==> src/rtl/nasti_mux_if.sv <==
// nasti_channel: bundle of the five NASTI (AXI4 / AXI4-Lite) channels,
// replicated over N_LANES lanes.
//
// Each signal is a packed array indexed by lane, so the same interface type
// serves two purposes. An eight-lane instance carries the upstream ports of
// a multiplexer. A one-lane instance carries a single downstream port.
//
// Modports:
//   master - drives AW/W/AR and the B/R readies; receives everything else.
//   slave  - the mirror image of master.
//
// Parameters:
//   N_LANES    number of parallel ports carried by this bundle
//   ID_WIDTH   transaction ID width
//   ADDR_WIDTH address width
//   DATA_WIDTH data width (multiple of 8; strobe is DATA_WIDTH/8)
//   USER_WIDTH user sideband width (> 0)
interface nasti_channel #(
  parameter int N_LANES    = 1,
  parameter int ID_WIDTH   = 1,
  parameter int ADDR_WIDTH = 8,
  parameter int DATA_WIDTH = 8,
  parameter int USER_WIDTH = 1
);
  localparam int STRB_WIDTH = DATA_WIDTH / 8;

  // write address channel
  logic [N_LANES-1:0][ID_WIDTH-1:0]   aw_id;
  logic [N_LANES-1:0][ADDR_WIDTH-1:0] aw_addr;
  logic [N_LANES-1:0][7:0]            aw_len;
  logic [N_LANES-1:0][2:0]            aw_size;
  logic [N_LANES-1:0][1:0]            aw_burst;
  logic [N_LANES-1:0]                 aw_lock;
  logic [N_LANES-1:0][3:0]            aw_cache;
  logic [N_LANES-1:0][2:0]            aw_prot;
  logic [N_LANES-1:0][3:0]            aw_qos;
  logic [N_LANES-1:0][3:0]            aw_region;
  logic [N_LANES-1:0][USER_WIDTH-1:0] aw_user;
  logic [N_LANES-1:0]                 aw_valid;
  logic [N_LANES-1:0]                 aw_ready;

  // write data channel
  logic [N_LANES-1:0][DATA_WIDTH-1:0] w_data;
  logic [N_LANES-1:0][STRB_WIDTH-1:0] w_strb;
  logic [N_LANES-1:0]                 w_last;
  logic [N_LANES-1:0][USER_WIDTH-1:0] w_user;
  logic [N_LANES-1:0]                 w_valid;
  logic [N_LANES-1:0]                 w_ready;

  // write response channel
  logic [N_LANES-1:0][ID_WIDTH-1:0]   b_id;
  logic [N_LANES-1:0][1:0]            b_resp;
  logic [N_LANES-1:0][USER_WIDTH-1:0] b_user;
  logic [N_LANES-1:0]                 b_valid;
  logic [N_LANES-1:0]                 b_ready;

  // read address channel
  logic [N_LANES-1:0][ID_WIDTH-1:0]   ar_id;
  logic [N_LANES-1:0][ADDR_WIDTH-1:0] ar_addr;
  logic [N_LANES-1:0][7:0]            ar_len;
  logic [N_LANES-1:0][2:0]            ar_size;
  logic [N_LANES-1:0][1:0]            ar_burst;
  logic [N_LANES-1:0]                 ar_lock;
  logic [N_LANES-1:0][3:0]            ar_cache;
  logic [N_LANES-1:0][2:0]            ar_prot;
  logic [N_LANES-1:0][3:0]            ar_qos;
  logic [N_LANES-1:0][3:0]            ar_region;
  logic [N_LANES-1:0][USER_WIDTH-1:0] ar_user;
  logic [N_LANES-1:0]                 ar_valid;
  logic [N_LANES-1:0]                 ar_ready;

  // read data channel
  logic [N_LANES-1:0][ID_WIDTH-1:0]   r_id;
  logic [N_LANES-1:0][DATA_WIDTH-1:0] r_data;
  logic [N_LANES-1:0][1:0]            r_resp;
  logic [N_LANES-1:0]                 r_last;
  logic [N_LANES-1:0][USER_WIDTH-1:0] r_user;
  logic [N_LANES-1:0]                 r_valid;
  logic [N_LANES-1:0]                 r_ready;

  modport master (
    output aw_id, aw_addr, aw_len, aw_size, aw_burst, aw_lock, aw_cache,
           aw_prot, aw_qos, aw_region, aw_user, aw_valid,
    input  aw_ready,
    output w_data, w_strb, w_last, w_user, w_valid,
    input  w_ready,
    input  b_id, b_resp, b_user, b_valid,
    output b_ready,
    output ar_id, ar_addr, ar_len, ar_size, ar_burst, ar_lock, ar_cache,
           ar_prot, ar_qos, ar_region, ar_user, ar_valid,
    input  ar_ready,
    input  r_id, r_data, r_resp, r_last, r_user, r_valid,
    output r_ready
  );

  modport slave (
    input  aw_id, aw_addr, aw_len, aw_size, aw_burst, aw_lock, aw_cache,
           aw_prot, aw_qos, aw_region, aw_user, aw_valid,
    output aw_ready,
    input  w_data, w_strb, w_last, w_user, w_valid,
    output w_ready,
    output b_id, b_resp, b_user, b_valid,
    input  b_ready,
    input  ar_id, ar_addr, ar_len, ar_size, ar_burst, ar_lock, ar_cache,
           ar_prot, ar_qos, ar_region, ar_user, ar_valid,
    output ar_ready,
    output r_id, r_data, r_resp, r_last, r_user, r_valid,
    input  r_ready
  );
endinterface

==> src/rtl/nasti_mux.sv <==
// nasti_mux: eight-to-one NASTI (AXI4 / AXI4-Lite) multiplexer.
//
// Up to eight upstream masters share one downstream slave. The AW and AR
// channels each have their own registered arbiter. The write data channel
// stays locked to the AW winner until that burst's last beat. The winning
// port index (3 bits) is prepended to the downstream ID. B and R responses
// are steered back upstream using those top three ID bits. The response
// steering is purely combinational.
//
// Ports:
//   clk   - clock, rising edge
//   rstn  - asynchronous active-low reset
//   s     - nasti_channel.slave, 8 lanes, ID_WIDTH-bit IDs (upstream)
//   m     - nasti_channel.master, 1 lane, (ID_WIDTH+3)-bit IDs (downstream)
//
// Parameters:
//   ID_WIDTH, ADDR_WIDTH, DATA_WIDTH, USER_WIDTH - channel field widths
//   LITE_MODE - 1: every W beat ends the burst (w_last ignored)
//
// Configuration macro:
//   NASTI_MUX_FIXED_PRIO_EN - when defined, both arbiters use fixed priority
//   (the lowest requesting index wins) and the round-robin pointers are
//   removed. When undefined, the arbiters are round-robin.
module nasti_mux #(
  parameter int ID_WIDTH   = 1,
  parameter int ADDR_WIDTH = 8,
  parameter int DATA_WIDTH = 8,
  parameter int USER_WIDTH = 1,
  parameter int LITE_MODE  = 0
) (
  input  logic         clk,
  input  logic         rstn,
  nasti_channel.slave  s,
  nasti_channel.master m
);

  typedef enum logic [1:0] {
    W_IDLE   = 2'd0,
    AW_GRANT = 2'd1,
    W_BURST  = 2'd2
  } w_state_e;

  typedef enum logic {
    R_IDLE   = 1'b0,
    AR_GRANT = 1'b1
  } r_state_e;

  w_state_e   w_state_q, w_state_d;
  r_state_e   r_state_q, r_state_d;
  logic [2:0] wsel_q, wsel_d;
  logic [2:0] rsel_q, rsel_d;
  logic [2:0] aw_pick, ar_pick;
  logic [2:0] b_port, r_port;

  // Returns the first requester at or after ptr, scanning upward and
  // wrapping from 7 to 0. Callers only use the result when req is non-zero.
  function automatic logic [2:0] rr_pick(input logic [7:0] req,
                                         input logic [2:0] ptr);
    logic [2:0] idx;
    logic [2:0] pick;
    logic       found;
    pick  = ptr;
    found = 1'b0;
    for (int k = 0; k < 8; k++) begin
      idx = ptr + 3'(k);
      if (!found && req[idx]) begin
        pick  = idx;
        found = 1'b1;
      end
    end
    return pick;
  endfunction

`ifdef NASTI_MUX_FIXED_PRIO_EN
  // Fixed priority: a scan that always starts at index 0.
  assign aw_pick = rr_pick(s.aw_valid, 3'd0);
  assign ar_pick = rr_pick(s.ar_valid, 3'd0);
`else
  logic [2:0] wptr_q, wptr_d;
  logic [2:0] rptr_q, rptr_d;

  assign aw_pick = rr_pick(s.aw_valid, wptr_q);
  assign ar_pick = rr_pick(s.ar_valid, rptr_q);

  // Each pointer moves one past the port that was just served. The write
  // pointer moves when the burst completes, not when AW is accepted.
  always_comb begin
    wptr_d = wptr_q;
    rptr_d = rptr_q;
    if (w_state_q == W_BURST && s.w_valid[wsel_q] && m.w_ready[0] &&
        ((LITE_MODE != 0) || s.w_last[wsel_q])) begin
      wptr_d = wsel_q + 3'd1;
    end
    if (r_state_q == AR_GRANT && s.ar_valid[rsel_q] && m.ar_ready[0]) begin
      rptr_d = rsel_q + 3'd1;
    end
  end

  always_ff @(posedge clk or negedge rstn) begin
    if (!rstn) begin
      wptr_q <= 3'd0;
      rptr_q <= 3'd0;
    end else begin
      wptr_q <= wptr_d;
      rptr_q <= rptr_d;
    end
  end
`endif

  always_ff @(posedge clk or negedge rstn) begin
    if (!rstn) begin
      w_state_q <= W_IDLE;
      r_state_q <= R_IDLE;
      wsel_q    <= 3'd0;
      rsel_q    <= 3'd0;
    end else begin
      w_state_q <= w_state_d;
      r_state_q <= r_state_d;
      wsel_q    <= wsel_d;
      rsel_q    <= rsel_d;
    end
  end

  // Write path. The payload fields always follow wsel_q. Only the valids and
  // readies are gated by state. The grant is held until the handshake, so
  // downstream AW and W stay stable while their valids are pending.
  always_comb begin
    w_state_d = w_state_q;
    wsel_d    = wsel_q;

    m.aw_id[0]     = {wsel_q, s.aw_id[wsel_q][ID_WIDTH-1:0]};
    m.aw_addr[0]   = s.aw_addr[wsel_q][ADDR_WIDTH-1:0];
    m.aw_len[0]    = s.aw_len[wsel_q];
    m.aw_size[0]   = s.aw_size[wsel_q];
    m.aw_burst[0]  = s.aw_burst[wsel_q];
    m.aw_lock[0]   = s.aw_lock[wsel_q];
    m.aw_cache[0]  = s.aw_cache[wsel_q];
    m.aw_prot[0]   = s.aw_prot[wsel_q];
    m.aw_qos[0]    = s.aw_qos[wsel_q];
    m.aw_region[0] = s.aw_region[wsel_q];
    m.aw_user[0]   = s.aw_user[wsel_q][USER_WIDTH-1:0];
    m.aw_valid[0]  = 1'b0;
    s.aw_ready     = '0;

    m.w_data[0]    = s.w_data[wsel_q][DATA_WIDTH-1:0];
    m.w_strb[0]    = s.w_strb[wsel_q];
    m.w_last[0]    = s.w_last[wsel_q];
    m.w_user[0]    = s.w_user[wsel_q][USER_WIDTH-1:0];
    m.w_valid[0]   = 1'b0;
    s.w_ready      = '0;

    unique case (w_state_q)
      W_IDLE: begin
        if (|s.aw_valid) begin
          wsel_d    = aw_pick;
          w_state_d = AW_GRANT;
        end
      end
      AW_GRANT: begin
        m.aw_valid[0]      = s.aw_valid[wsel_q];
        s.aw_ready[wsel_q] = m.aw_ready[0];
        if (s.aw_valid[wsel_q] && m.aw_ready[0]) begin
          w_state_d = W_BURST;
        end
      end
      W_BURST: begin
        m.w_valid[0]      = s.w_valid[wsel_q];
        s.w_ready[wsel_q] = m.w_ready[0];
        if (s.w_valid[wsel_q] && m.w_ready[0] &&
            ((LITE_MODE != 0) || s.w_last[wsel_q])) begin
          w_state_d = W_IDLE;
        end
      end
      default: w_state_d = W_IDLE;
    endcase
  end

  // Read address path: the same pattern as AW, but without a data lock.
  always_comb begin
    r_state_d = r_state_q;
    rsel_d    = rsel_q;

    m.ar_id[0]     = {rsel_q, s.ar_id[rsel_q][ID_WIDTH-1:0]};
    m.ar_addr[0]   = s.ar_addr[rsel_q][ADDR_WIDTH-1:0];
    m.ar_len[0]    = s.ar_len[rsel_q];
    m.ar_size[0]   = s.ar_size[rsel_q];
    m.ar_burst[0]  = s.ar_burst[rsel_q];
    m.ar_lock[0]   = s.ar_lock[rsel_q];
    m.ar_cache[0]  = s.ar_cache[rsel_q];
    m.ar_prot[0]   = s.ar_prot[rsel_q];
    m.ar_qos[0]    = s.ar_qos[rsel_q];
    m.ar_region[0] = s.ar_region[rsel_q];
    m.ar_user[0]   = s.ar_user[rsel_q][USER_WIDTH-1:0];
    m.ar_valid[0]  = 1'b0;
    s.ar_ready     = '0;

    unique case (r_state_q)
      R_IDLE: begin
        if (|s.ar_valid) begin
          rsel_d    = ar_pick;
          r_state_d = AR_GRANT;
        end
      end
      AR_GRANT: begin
        m.ar_valid[0]      = s.ar_valid[rsel_q];
        s.ar_ready[rsel_q] = m.ar_ready[0];
        if (s.ar_valid[rsel_q] && m.ar_ready[0]) begin
          r_state_d = R_IDLE;
        end
      end
      default: r_state_d = R_IDLE;
    endcase
  end

  // Response steering. The top three ID bits select the upstream lane. The
  // payload is broadcast to every lane, but only the selected lane sees
  // valid, and only that lane's ready reaches downstream.
  assign b_port = m.b_id[0][ID_WIDTH+2:ID_WIDTH];
  assign r_port = m.r_id[0][ID_WIDTH+2:ID_WIDTH];

  always_comb begin
    s.b_valid         = '0;
    s.b_valid[b_port] = m.b_valid[0];
    m.b_ready[0]      = s.b_ready[b_port];
    s.r_valid         = '0;
    s.r_valid[r_port] = m.r_valid[0];
    m.r_ready[0]      = s.r_ready[r_port];
    for (int i = 0; i < 8; i++) begin
      s.b_id[i]   = m.b_id[0][ID_WIDTH-1:0];
      s.b_resp[i] = m.b_resp[0];
      s.b_user[i] = m.b_user[0][USER_WIDTH-1:0];
      s.r_id[i]   = m.r_id[0][ID_WIDTH-1:0];
      s.r_data[i] = m.r_data[0][DATA_WIDTH-1:0];
      s.r_resp[i] = m.r_resp[0];
      s.r_last[i] = m.r_last[0];
      s.r_user[i] = m.r_user[0][USER_WIDTH-1:0];
    end
  end

endmodule

==> src/flat_wrapper.sv <==
// flat-port wrapper written by rule: the top's interface ports become plain ports
module nasti_mux_flat 
#(
  parameter int ID_WIDTH   = 1,
  parameter int ADDR_WIDTH = 8,
  parameter int DATA_WIDTH = 8,
  parameter int USER_WIDTH = 1,
  parameter int LITE_MODE  = 0
)
  (clk, rstn, s_aw_id, s_aw_addr, s_aw_len, s_aw_size, s_aw_burst, s_aw_lock, s_aw_cache, s_aw_prot, s_aw_qos, s_aw_region, s_aw_user, s_aw_valid, s_aw_ready, s_w_data, s_w_strb, s_w_last, s_w_user, s_w_valid, s_w_ready, s_b_id, s_b_resp, s_b_user, s_b_valid, s_b_ready, s_ar_id, s_ar_addr, s_ar_len, s_ar_size, s_ar_burst, s_ar_lock, s_ar_cache, s_ar_prot, s_ar_qos, s_ar_region, s_ar_user, s_ar_valid, s_ar_ready, s_r_id, s_r_data, s_r_resp, s_r_last, s_r_user, s_r_valid, s_r_ready, m_aw_id, m_aw_addr, m_aw_len, m_aw_size, m_aw_burst, m_aw_lock, m_aw_cache, m_aw_prot, m_aw_qos, m_aw_region, m_aw_user, m_aw_valid, m_aw_ready, m_w_data, m_w_strb, m_w_last, m_w_user, m_w_valid, m_w_ready, m_b_id, m_b_resp, m_b_user, m_b_valid, m_b_ready, m_ar_id, m_ar_addr, m_ar_len, m_ar_size, m_ar_burst, m_ar_lock, m_ar_cache, m_ar_prot, m_ar_qos, m_ar_region, m_ar_user, m_ar_valid, m_ar_ready, m_r_id, m_r_data, m_r_resp, m_r_last, m_r_user, m_r_valid, m_r_ready);
  nasti_channel #(.N_LANES(8), .ID_WIDTH(ID_WIDTH), .ADDR_WIDTH(ADDR_WIDTH), .DATA_WIDTH(DATA_WIDTH), .USER_WIDTH(USER_WIDTH)) s_i ();
  nasti_channel #(.N_LANES(1), .ID_WIDTH(ID_WIDTH), .ADDR_WIDTH(ADDR_WIDTH), .DATA_WIDTH(DATA_WIDTH), .USER_WIDTH(USER_WIDTH)) m_i ();
  input  logic clk;
  input  logic rstn;
  input wire logic [$bits(s_i.aw_id)-1:0] s_aw_id;
  input wire logic [$bits(s_i.aw_addr)-1:0] s_aw_addr;
  input wire logic [$bits(s_i.aw_len)-1:0] s_aw_len;
  input wire logic [$bits(s_i.aw_size)-1:0] s_aw_size;
  input wire logic [$bits(s_i.aw_burst)-1:0] s_aw_burst;
  input wire logic [$bits(s_i.aw_lock)-1:0] s_aw_lock;
  input wire logic [$bits(s_i.aw_cache)-1:0] s_aw_cache;
  input wire logic [$bits(s_i.aw_prot)-1:0] s_aw_prot;
  input wire logic [$bits(s_i.aw_qos)-1:0] s_aw_qos;
  input wire logic [$bits(s_i.aw_region)-1:0] s_aw_region;
  input wire logic [$bits(s_i.aw_user)-1:0] s_aw_user;
  input wire logic [$bits(s_i.aw_valid)-1:0] s_aw_valid;
  output wire logic [$bits(s_i.aw_ready)-1:0] s_aw_ready;
  input wire logic [$bits(s_i.w_data)-1:0] s_w_data;
  input wire logic [$bits(s_i.w_strb)-1:0] s_w_strb;
  input wire logic [$bits(s_i.w_last)-1:0] s_w_last;
  input wire logic [$bits(s_i.w_user)-1:0] s_w_user;
  input wire logic [$bits(s_i.w_valid)-1:0] s_w_valid;
  output wire logic [$bits(s_i.w_ready)-1:0] s_w_ready;
  output wire logic [$bits(s_i.b_id)-1:0] s_b_id;
  output wire logic [$bits(s_i.b_resp)-1:0] s_b_resp;
  output wire logic [$bits(s_i.b_user)-1:0] s_b_user;
  output wire logic [$bits(s_i.b_valid)-1:0] s_b_valid;
  input wire logic [$bits(s_i.b_ready)-1:0] s_b_ready;
  input wire logic [$bits(s_i.ar_id)-1:0] s_ar_id;
  input wire logic [$bits(s_i.ar_addr)-1:0] s_ar_addr;
  input wire logic [$bits(s_i.ar_len)-1:0] s_ar_len;
  input wire logic [$bits(s_i.ar_size)-1:0] s_ar_size;
  input wire logic [$bits(s_i.ar_burst)-1:0] s_ar_burst;
  input wire logic [$bits(s_i.ar_lock)-1:0] s_ar_lock;
  input wire logic [$bits(s_i.ar_cache)-1:0] s_ar_cache;
  input wire logic [$bits(s_i.ar_prot)-1:0] s_ar_prot;
  input wire logic [$bits(s_i.ar_qos)-1:0] s_ar_qos;
  input wire logic [$bits(s_i.ar_region)-1:0] s_ar_region;
  input wire logic [$bits(s_i.ar_user)-1:0] s_ar_user;
  input wire logic [$bits(s_i.ar_valid)-1:0] s_ar_valid;
  output wire logic [$bits(s_i.ar_ready)-1:0] s_ar_ready;
  output wire logic [$bits(s_i.r_id)-1:0] s_r_id;
  output wire logic [$bits(s_i.r_data)-1:0] s_r_data;
  output wire logic [$bits(s_i.r_resp)-1:0] s_r_resp;
  output wire logic [$bits(s_i.r_last)-1:0] s_r_last;
  output wire logic [$bits(s_i.r_user)-1:0] s_r_user;
  output wire logic [$bits(s_i.r_valid)-1:0] s_r_valid;
  input wire logic [$bits(s_i.r_ready)-1:0] s_r_ready;
  output wire logic [$bits(m_i.aw_id)-1:0] m_aw_id;
  output wire logic [$bits(m_i.aw_addr)-1:0] m_aw_addr;
  output wire logic [$bits(m_i.aw_len)-1:0] m_aw_len;
  output wire logic [$bits(m_i.aw_size)-1:0] m_aw_size;
  output wire logic [$bits(m_i.aw_burst)-1:0] m_aw_burst;
  output wire logic [$bits(m_i.aw_lock)-1:0] m_aw_lock;
  output wire logic [$bits(m_i.aw_cache)-1:0] m_aw_cache;
  output wire logic [$bits(m_i.aw_prot)-1:0] m_aw_prot;
  output wire logic [$bits(m_i.aw_qos)-1:0] m_aw_qos;
  output wire logic [$bits(m_i.aw_region)-1:0] m_aw_region;
  output wire logic [$bits(m_i.aw_user)-1:0] m_aw_user;
  output wire logic [$bits(m_i.aw_valid)-1:0] m_aw_valid;
  input wire logic [$bits(m_i.aw_ready)-1:0] m_aw_ready;
  output wire logic [$bits(m_i.w_data)-1:0] m_w_data;
  output wire logic [$bits(m_i.w_strb)-1:0] m_w_strb;
  output wire logic [$bits(m_i.w_last)-1:0] m_w_last;
  output wire logic [$bits(m_i.w_user)-1:0] m_w_user;
  output wire logic [$bits(m_i.w_valid)-1:0] m_w_valid;
  input wire logic [$bits(m_i.w_ready)-1:0] m_w_ready;
  input wire logic [$bits(m_i.b_id)-1:0] m_b_id;
  input wire logic [$bits(m_i.b_resp)-1:0] m_b_resp;
  input wire logic [$bits(m_i.b_user)-1:0] m_b_user;
  input wire logic [$bits(m_i.b_valid)-1:0] m_b_valid;
  output wire logic [$bits(m_i.b_ready)-1:0] m_b_ready;
  output wire logic [$bits(m_i.ar_id)-1:0] m_ar_id;
  output wire logic [$bits(m_i.ar_addr)-1:0] m_ar_addr;
  output wire logic [$bits(m_i.ar_len)-1:0] m_ar_len;
  output wire logic [$bits(m_i.ar_size)-1:0] m_ar_size;
  output wire logic [$bits(m_i.ar_burst)-1:0] m_ar_burst;
  output wire logic [$bits(m_i.ar_lock)-1:0] m_ar_lock;
  output wire logic [$bits(m_i.ar_cache)-1:0] m_ar_cache;
  output wire logic [$bits(m_i.ar_prot)-1:0] m_ar_prot;
  output wire logic [$bits(m_i.ar_qos)-1:0] m_ar_qos;
  output wire logic [$bits(m_i.ar_region)-1:0] m_ar_region;
  output wire logic [$bits(m_i.ar_user)-1:0] m_ar_user;
  output wire logic [$bits(m_i.ar_valid)-1:0] m_ar_valid;
  input wire logic [$bits(m_i.ar_ready)-1:0] m_ar_ready;
  input wire logic [$bits(m_i.r_id)-1:0] m_r_id;
  input wire logic [$bits(m_i.r_data)-1:0] m_r_data;
  input wire logic [$bits(m_i.r_resp)-1:0] m_r_resp;
  input wire logic [$bits(m_i.r_last)-1:0] m_r_last;
  input wire logic [$bits(m_i.r_user)-1:0] m_r_user;
  input wire logic [$bits(m_i.r_valid)-1:0] m_r_valid;
  output wire logic [$bits(m_i.r_ready)-1:0] m_r_ready;
  assign s_i.aw_id = s_aw_id;
  assign s_i.aw_addr = s_aw_addr;
  assign s_i.aw_len = s_aw_len;
  assign s_i.aw_size = s_aw_size;
  assign s_i.aw_burst = s_aw_burst;
  assign s_i.aw_lock = s_aw_lock;
  assign s_i.aw_cache = s_aw_cache;
  assign s_i.aw_prot = s_aw_prot;
  assign s_i.aw_qos = s_aw_qos;
  assign s_i.aw_region = s_aw_region;
  assign s_i.aw_user = s_aw_user;
  assign s_i.aw_valid = s_aw_valid;
  assign s_aw_ready = s_i.aw_ready;
  assign s_i.w_data = s_w_data;
  assign s_i.w_strb = s_w_strb;
  assign s_i.w_last = s_w_last;
  assign s_i.w_user = s_w_user;
  assign s_i.w_valid = s_w_valid;
  assign s_w_ready = s_i.w_ready;
  assign s_b_id = s_i.b_id;
  assign s_b_resp = s_i.b_resp;
  assign s_b_user = s_i.b_user;
  assign s_b_valid = s_i.b_valid;
  assign s_i.b_ready = s_b_ready;
  assign s_i.ar_id = s_ar_id;
  assign s_i.ar_addr = s_ar_addr;
  assign s_i.ar_len = s_ar_len;
  assign s_i.ar_size = s_ar_size;
  assign s_i.ar_burst = s_ar_burst;
  assign s_i.ar_lock = s_ar_lock;
  assign s_i.ar_cache = s_ar_cache;
  assign s_i.ar_prot = s_ar_prot;
  assign s_i.ar_qos = s_ar_qos;
  assign s_i.ar_region = s_ar_region;
  assign s_i.ar_user = s_ar_user;
  assign s_i.ar_valid = s_ar_valid;
  assign s_ar_ready = s_i.ar_ready;
  assign s_r_id = s_i.r_id;
  assign s_r_data = s_i.r_data;
  assign s_r_resp = s_i.r_resp;
  assign s_r_last = s_i.r_last;
  assign s_r_user = s_i.r_user;
  assign s_r_valid = s_i.r_valid;
  assign s_i.r_ready = s_r_ready;
  assign m_aw_id = m_i.aw_id;
  assign m_aw_addr = m_i.aw_addr;
  assign m_aw_len = m_i.aw_len;
  assign m_aw_size = m_i.aw_size;
  assign m_aw_burst = m_i.aw_burst;
  assign m_aw_lock = m_i.aw_lock;
  assign m_aw_cache = m_i.aw_cache;
  assign m_aw_prot = m_i.aw_prot;
  assign m_aw_qos = m_i.aw_qos;
  assign m_aw_region = m_i.aw_region;
  assign m_aw_user = m_i.aw_user;
  assign m_aw_valid = m_i.aw_valid;
  assign m_i.aw_ready = m_aw_ready;
  assign m_w_data = m_i.w_data;
  assign m_w_strb = m_i.w_strb;
  assign m_w_last = m_i.w_last;
  assign m_w_user = m_i.w_user;
  assign m_w_valid = m_i.w_valid;
  assign m_i.w_ready = m_w_ready;
  assign m_i.b_id = m_b_id;
  assign m_i.b_resp = m_b_resp;
  assign m_i.b_user = m_b_user;
  assign m_i.b_valid = m_b_valid;
  assign m_b_ready = m_i.b_ready;
  assign m_ar_id = m_i.ar_id;
  assign m_ar_addr = m_i.ar_addr;
  assign m_ar_len = m_i.ar_len;
  assign m_ar_size = m_i.ar_size;
  assign m_ar_burst = m_i.ar_burst;
  assign m_ar_lock = m_i.ar_lock;
  assign m_ar_cache = m_i.ar_cache;
  assign m_ar_prot = m_i.ar_prot;
  assign m_ar_qos = m_i.ar_qos;
  assign m_ar_region = m_i.ar_region;
  assign m_ar_user = m_i.ar_user;
  assign m_ar_valid = m_i.ar_valid;
  assign m_i.ar_ready = m_ar_ready;
  assign m_i.r_id = m_r_id;
  assign m_i.r_data = m_r_data;
  assign m_i.r_resp = m_r_resp;
  assign m_i.r_last = m_r_last;
  assign m_i.r_user = m_r_user;
  assign m_i.r_valid = m_r_valid;
  assign m_r_ready = m_i.r_ready;
  nasti_mux #(.ID_WIDTH(ID_WIDTH), .ADDR_WIDTH(ADDR_WIDTH), .DATA_WIDTH(DATA_WIDTH), .USER_WIDTH(USER_WIDTH), .LITE_MODE(LITE_MODE)) u_core (.clk(clk), .rstn(rstn), .s(s_i), .m(m_i));
endmodule
==> config.mk <==
export PLATFORM = sky130hd
export DESIGN_NAME = nasti_mux_flat
export DESIGN_NICKNAME = d
export VERILOG_FILES = /design/src/rtl/nasti_mux_if.sv /design/src/rtl/nasti_mux.sv /design/src/flat_wrapper.sv
export SDC_FILE = /design/constraint.sdc
export NUM_CORES = 1
export LEC_CHECK = 0
export ABC_AREA = 1
export CORE_AREA = 2 2 411 413
export CTS_BUF_LIST = sky130_fd_sc_hd__clkbuf_2
export DETAILED_ROUTE_END_ITERATION = 12
export DIE_AREA = 0 0 413 415
export GPL_ROUTABILITY_DRIVEN = 0
export HOLD_SLACK_MARGIN = 0.03
export MAX_ROUTING_LAYER = met4
export PLACE_DENSITY = 0.3
export SLEW_MARGIN = 20
export SYNTH_ARGS = -nofsm -noshare
export SYNTH_HDL_FRONTEND = slang
export SYNTH_SLANG_ARGS = --single-unit
export TNS_END_PERCENT = 100
==> constraint.sdc <==
create_clock -name clk -period 2.2 [get_ports clk]
set_input_delay 0.44 -clock clk [delete_from_list [all_inputs] [get_ports clk]]
set_output_delay 0.44 -clock clk [all_outputs]
set_load 0.05 [all_outputs]
# Yosys cells after proc, flatten, opt, wreduce, memory -nomap -nowiden
# Index checks and enable logic that the tools add are counted.
[totals]
regBits = 15
input_bits = 776
[op_classes]
addsub = 16
magnitude_cmp = 20
n_eq_ne = 5
mux = 135
n_bitwise = 4
n_reduce_logical = 45
[op_table]
columns = ["op", "n"]
rows = [
  ["$bmux W8 S3", 5],
  ["$bmux W1 S3", 28],
  ["$bmux W4 S3", 6],
  ["$lt A3 B4 Y1 const B", 18],
  ["$mux W8", 8],
  ["$mux W3", 18],
  ["$mux W1", 49],
  ["$bmux W3 S3", 4],
  ["$logic_and A1 B1 Y1", 25],
  ["$add A3 B3 Y3 const B", 8],
  ["$and A8 B8 Y8", 3],
  ["$mux W4", 6],
  ["$reduce_or A8 Y1", 2],
  ["$logic_not A1 Y1", 14],
  ["$add A3 B1 Y3 const B", 4],
  ["$add A3 B2 Y3 const B", 4],
  ["$bmux W2 S3", 2],
  ["$mux W2", 5],
  ["$demux W1 S3", 2],
  ["$ge A3 B1 Y1 const B", 2],
  ["$pmux W2 S3", 1],
  ["$ne A2 B1 Y1 const B", 2],
  ["$reduce_and A2 Y1", 2],
  ["$reduce_and A3 Y1", 1],
  ["6 further kinds", 6],
]

# Logic depth before layout (Yosys ltp)
[depth]
depth_word = 24
depth_mapped = 21

# Worst setup path after synthesis
# OpenSTA, ideal clock, no wires.
[synth_path]
kind = "reg-to-output"
from = "register u_core.wsel_q[1]"
to = "output s_aw_ready[0]"
arrival_time_ns = 2.241
required_ns = 1.760
path_slack_ns = -0.481
stages_incl_launch_ff = 7
n_path_buf = 3
cell_sequence = "dfrtp_1 buf_2 nor3_1 buf_2 buf_1 inv_1 nor2_1"
[synth_via]
elab_chain_cells = 6
word_cells_on_any_way = 7
classes_between = "order compare (2); mux (3); bitwise (1); reduce/logical (1)"
[synth_lines]
columns = ["element", "line", "source"]
rows = [
  ["from (decl)", "nasti_mux.sv:50", "logic [2:0] wsel_q, wsel_d;"],
  ["from (signal assigned)", "nasti_mux.sv:119", "wsel_q <= wsel_d;"],
  ["$lt A3 B4 Y1 (implied by the code) or $ge A3 B1 Y1 (tied branches)", "nasti_mux.sv:161", "s.aw_ready[wsel_q] = m.aw_ready[0];"],
  ["$logic_and A1 B1 Y1 (implied by the code)", "nasti_mux.sv:161", ""],
  ["$mux W1 (implied by the code)", "nasti_mux.sv:161", ""],
  ["$demux W1 S3 *", "-", ""],
  ["$and A8 B8 Y8 (no line) *", "-", ""],
  ["$mux W8 *", "nasti_mux.sv:152", "unique case (w_state_q)"],
  ["to (decl)", "flat_wrapper.sv:27", "output wire logic [$bits(s_i.aw_ready)-1:0] s_aw_ready;"],
]
# Every way passes the cells marked *; elsewhere a longest branch is shown, timed or not.

# Worst setup path in the final report
[layout_path]
from = "register u_core.wsel_q[0]"
to = "output m_w_user"
[layout_via]
elab_chain_cells = 2
[layout_lines]
columns = ["element", "line", "source"]
rows = [
  ["$bmux W1 S3", "nasti_mux.sv:148", "m.w_user[0] = s.w_user[wsel_q][USER_WIDTH-1:0];"],
  ["$mux W1 (implied by the code)", "nasti_mux.sv:148", ""],
  ["to (decl)", "flat_wrapper.sv:75", "output wire logic [$bits(m_i.w_user)-1:0] m_w_user;"],
]
# No other way between the ends. The select of a mux whose other input is x is not followed.

==> flow_summary.json <==
{
  "status": "finished with violations",
  "violations": "negative setup slack",
  "num_rows": 150,
  "numClockSinks": 15,
  "drcViolationCount": 0,
  "finalCritPeriodShare_pct": 136,
  "die_h_um": 415,
  "antenna_found_initial": 18,
  "ir_drop_mv": 1.06,
  "drt-wirelength-per-cell_um": 22.2,
  "ant_nets": 0,
  "critPathMaxFanout": 5,
  "yosys.area.top_type": "buf_4",
  "grt_pass1_wl_mm": 130,
  "firstDrtPassIters": 4,
  "syn_area_mm2": 0.00809,
  "viasPerCell": 3.16,
  "dp_hpwl_mm": 80.0,
  "p_leak_nw": 10.1,
  "cp_slowest_cell": "dfrtp_2",
  "reg2reg_slack_ps": -190,
  "htree_num_levels": 1,
  "cp_cell_sequence": "buf_6, nand3_4, clkinv_4, buf_16, buf_12, a22o_1, a21oi_2, nand4_1, buf_6",
  "numCtsBuffers": 3,
  "cts_max_path_buffers": 2,
  "ys_ff_latch": 15,
  "pre_cts_ws_ps": -789,
  "rsz0062_at_grt": "yes",
  "critPathKind": "reg -> out",
  "slew_headroom_pct": 65.5,
  "grt_pass1_vias": 15300,
  "die_area_mm2": 0.171,
  "power.density_mw_per_mm2": 1590,
  "maxCapViolCount": 0,
  "crit_required_ps": 1760,
  "ys_warn_count": 0,
  "fin_nets": 3317,
  "synthCells": 1479,
  "fin_cells": 4745,
  "critPathBufInv": 5,
  "worstPathArrival_ps": 2550,
  "maxSlewViolCount": 0,
  "finalCriticalPeriod_ps": 2990,
  "clk_pin_slew_ps": 220,
  "grt_max_degree": 28,
  "cts-root-buf": "clkbuf_2",
  "drt_wl_total_mm": 105,
  "grtUsageTotal_pct": 11.3,
  "fin_ws_ps": -787,
  "dp_cells": 4569,
  "path_common_cell": "buf_6",
  "critPathMaxStageDelay_ps": 500,
  "syn_avg_cell_area_um2": 5.47,
  "crit_family": "buffers and inverters",
  "start_util_pct": 4.85,
  "ys_types": 41,
  "coreArea_mm2": 0.167,
  "fmax_mhz": 335,
  "hold_class": "in -> async",
  "finalSetupViolCount": 116,
  "hold_viol_final": 0,
  "io_buffers": 856,
  "synth-seq-area-share_pct": 4.64,
  "crit-reg2reg-launch": "u_core.wsel_q[2]",
  "drt_iter0_drc": 568,
  "grt_overflow": 0,
  "num_vias": 15000,
  "clock_latency_ps": 370,
  "critPathLaunchType": "flop",
  "final_cell_mix": "clkdlybuf4s50_1 (740), nand2_1 (233), buf_4 (207), nor2_1 (164), buf_12 (136)",
  "ff2ff_path_depth": 16,
  "mostFrequentLayoutCell": "clkdlybuf4s50_1",
  "io-pin-count": 1046,
  "worst_pin_slew_ps": 512,
  "postCtsHoldBufs": 0,
  "cp.depth": 9,
  "crit_path_end_kind": "output pin",
  "cts_tree": "done",
  "die_w_um": 413,
  "syn2layout_area_growth_pct": 239,
  "yosys-top-cells-area": "buf_4 (15%), nor2_1 (15%), nand2_1 (12%)",
  "synth_top_area_share_pct": 14.7,
  "final_layout_size_suffix_gt1_share_pct": 41.6,
  "r2r-end": "u_core.w_state_q[1]",
  "critPathLaunch": "u_core.wsel_q[0]",
  "skew_ps": 1.11,
  "endpoint": "m_w_user"
}
==> report_power, final <==
group	switching (mW)	internal, mW	leakage (nW)
combinational	23.5	19.3	9.89
sequential	0.272	0.433	0.170
clock	0.138	0.0478	0.0167
total	23.9	19.8	10.1
==> how the worst min path moves through the flow <==
stage / to / slack [ps] / cells past startpoint
after global routing: u_core.r_state_q / 440 / 2
final: u_core.r_state_q / 480 / 2
after CTS: u_core.r_state_q / 470 / 2
after floorplan: u_core.r_state_q / 140 / 0
after global placement: u_core.r_state_q / 560 / 2
after detailed placement: u_core.r_state_q / 560 / 2
==> registers in the layout, indices dropped and copies added, names as in the netlist <==
| signal | count |
|---|---|
| u_core.rptr_q | 3 |
| u_core.rsel_q | 3 |
| u_core.wptr_q | 3 |
| u_core.wsel_q | 3 |
| u_core.w_state_q | 2 |
| u_core.r_state_q | 1 |
==> routing by layer <==
| metal | GRT usage (%) | up-vias | routed length [µm] |
|---|---|---|---|
| li1 | - | 7159 | - |
| met1 | 12.7 | 7162 | 41300 |
| met2 | 21.1 | 608 | 56900 |
| met3 | 2.06 | 53 | 5960 |
| met4 | 1.21 | 0 | 1270 |
| met5 | - | - | 0 |
==> cell families after synthesis <==
kind of cell / count (synthesis) / share of synthesized area, %
adder cells (fa/ha/maj): 6 / 0.928
flip-flops: 15 / 4.64
AO/OA/AOI/OAI: 395 / 32.2
XOR/XNOR: 12 / 1.39
AND/OR/NAND/NOR: 731 / 38.4
buffers and inverters: 319 / 22.4
other: 1 / 0.0464
==> final cells by class <==
cell class,count,area (µm²)
fillers,19000,139000
repair buffers,1287,14700
multi-input cells,1162,9150
well taps,2204,2760
flip-flops and latches,15,387
inverters,66,347
clock buffers,4,20.0
diodes,7,17.5
==> worst reg2reg max path, stage by stage, from the launching register on <==
cell and delay (ps):
dfrtp_1 460, buf_4 160, buf_4 140, nand3_4 120, inv_8 80, buf_4 140
nand2_1 40, o21ai_0 80, a221oi_1 220, nand4_1 180, buf_4 170, buf_4 120
buf_4 120, nand2_1 60, nand2_1 80, nand2_1 60, o21ai_0 60
==> Yosys cell counts <==
master	instances
o2bb2ai_1	1
o21ai_0	171
buf_4	158
o2111ai_1	39
ha_1	6
dfrtp_1	15
nor2_1	314
nand2_4	3
nand4_1	45
a21oi_1	26
nor2_2	1
a221oi_1	42
clkbuf_1	66
nor3_1	3
xnor2_1	5
inv_1	60
nor4_1	3
nand3_2	4
buf_2	8
and2_1	1
a22o_1	39
conb_1	1
o22ai_1	2
nand2_2	11
inv_2	5
nand2_1	264
a22oi_1	61
clkinv_1	1
a31oi_1	3
xor2_1	6
nor2_8	2
nand3_1	75
o21ai_1	6
o211ai_1	2
or4_1	1
buf_6	2
nor3_2	2
a211oi_1	3
nor2_4	2
buf_1	19
xnor2_2	1
==> timing repair <==
item / in CTS / in global routing
setup endpoints to repair: 126 / 131
pin swaps: 72 / 163
cloned: 18 / 19
buffers inserted: 73 / 85
gates resized for setup: 395 / 624
==> metrics by stage <==
| stage | area (µm²) | hold slack, ps | util (%) | setup TNS, ps | power, mW |
|---|---|---|---|---|---|
| 6_report | 27400 | 475 | 16.4 | -46950 | 43.7 |
| 5_1_grt | 27400 | 441 | 16.4 | -66070 | 46.2 |
| 4_1_cts | 24400 | 466 | 14.6 | -61810 | 39.1 |
| 3_5_place_dp | 21800 | 559 | 13.1 | -17110 | 33.3 |
| 3_3_place_gp | 21800 | 556 | 13.1 | -17590 | 33.5 |
| 2_1_floorplan | 9020 | 144 | - | -389 | 17.2 |
Note: power is estimated with default switching activity, not from simulation.
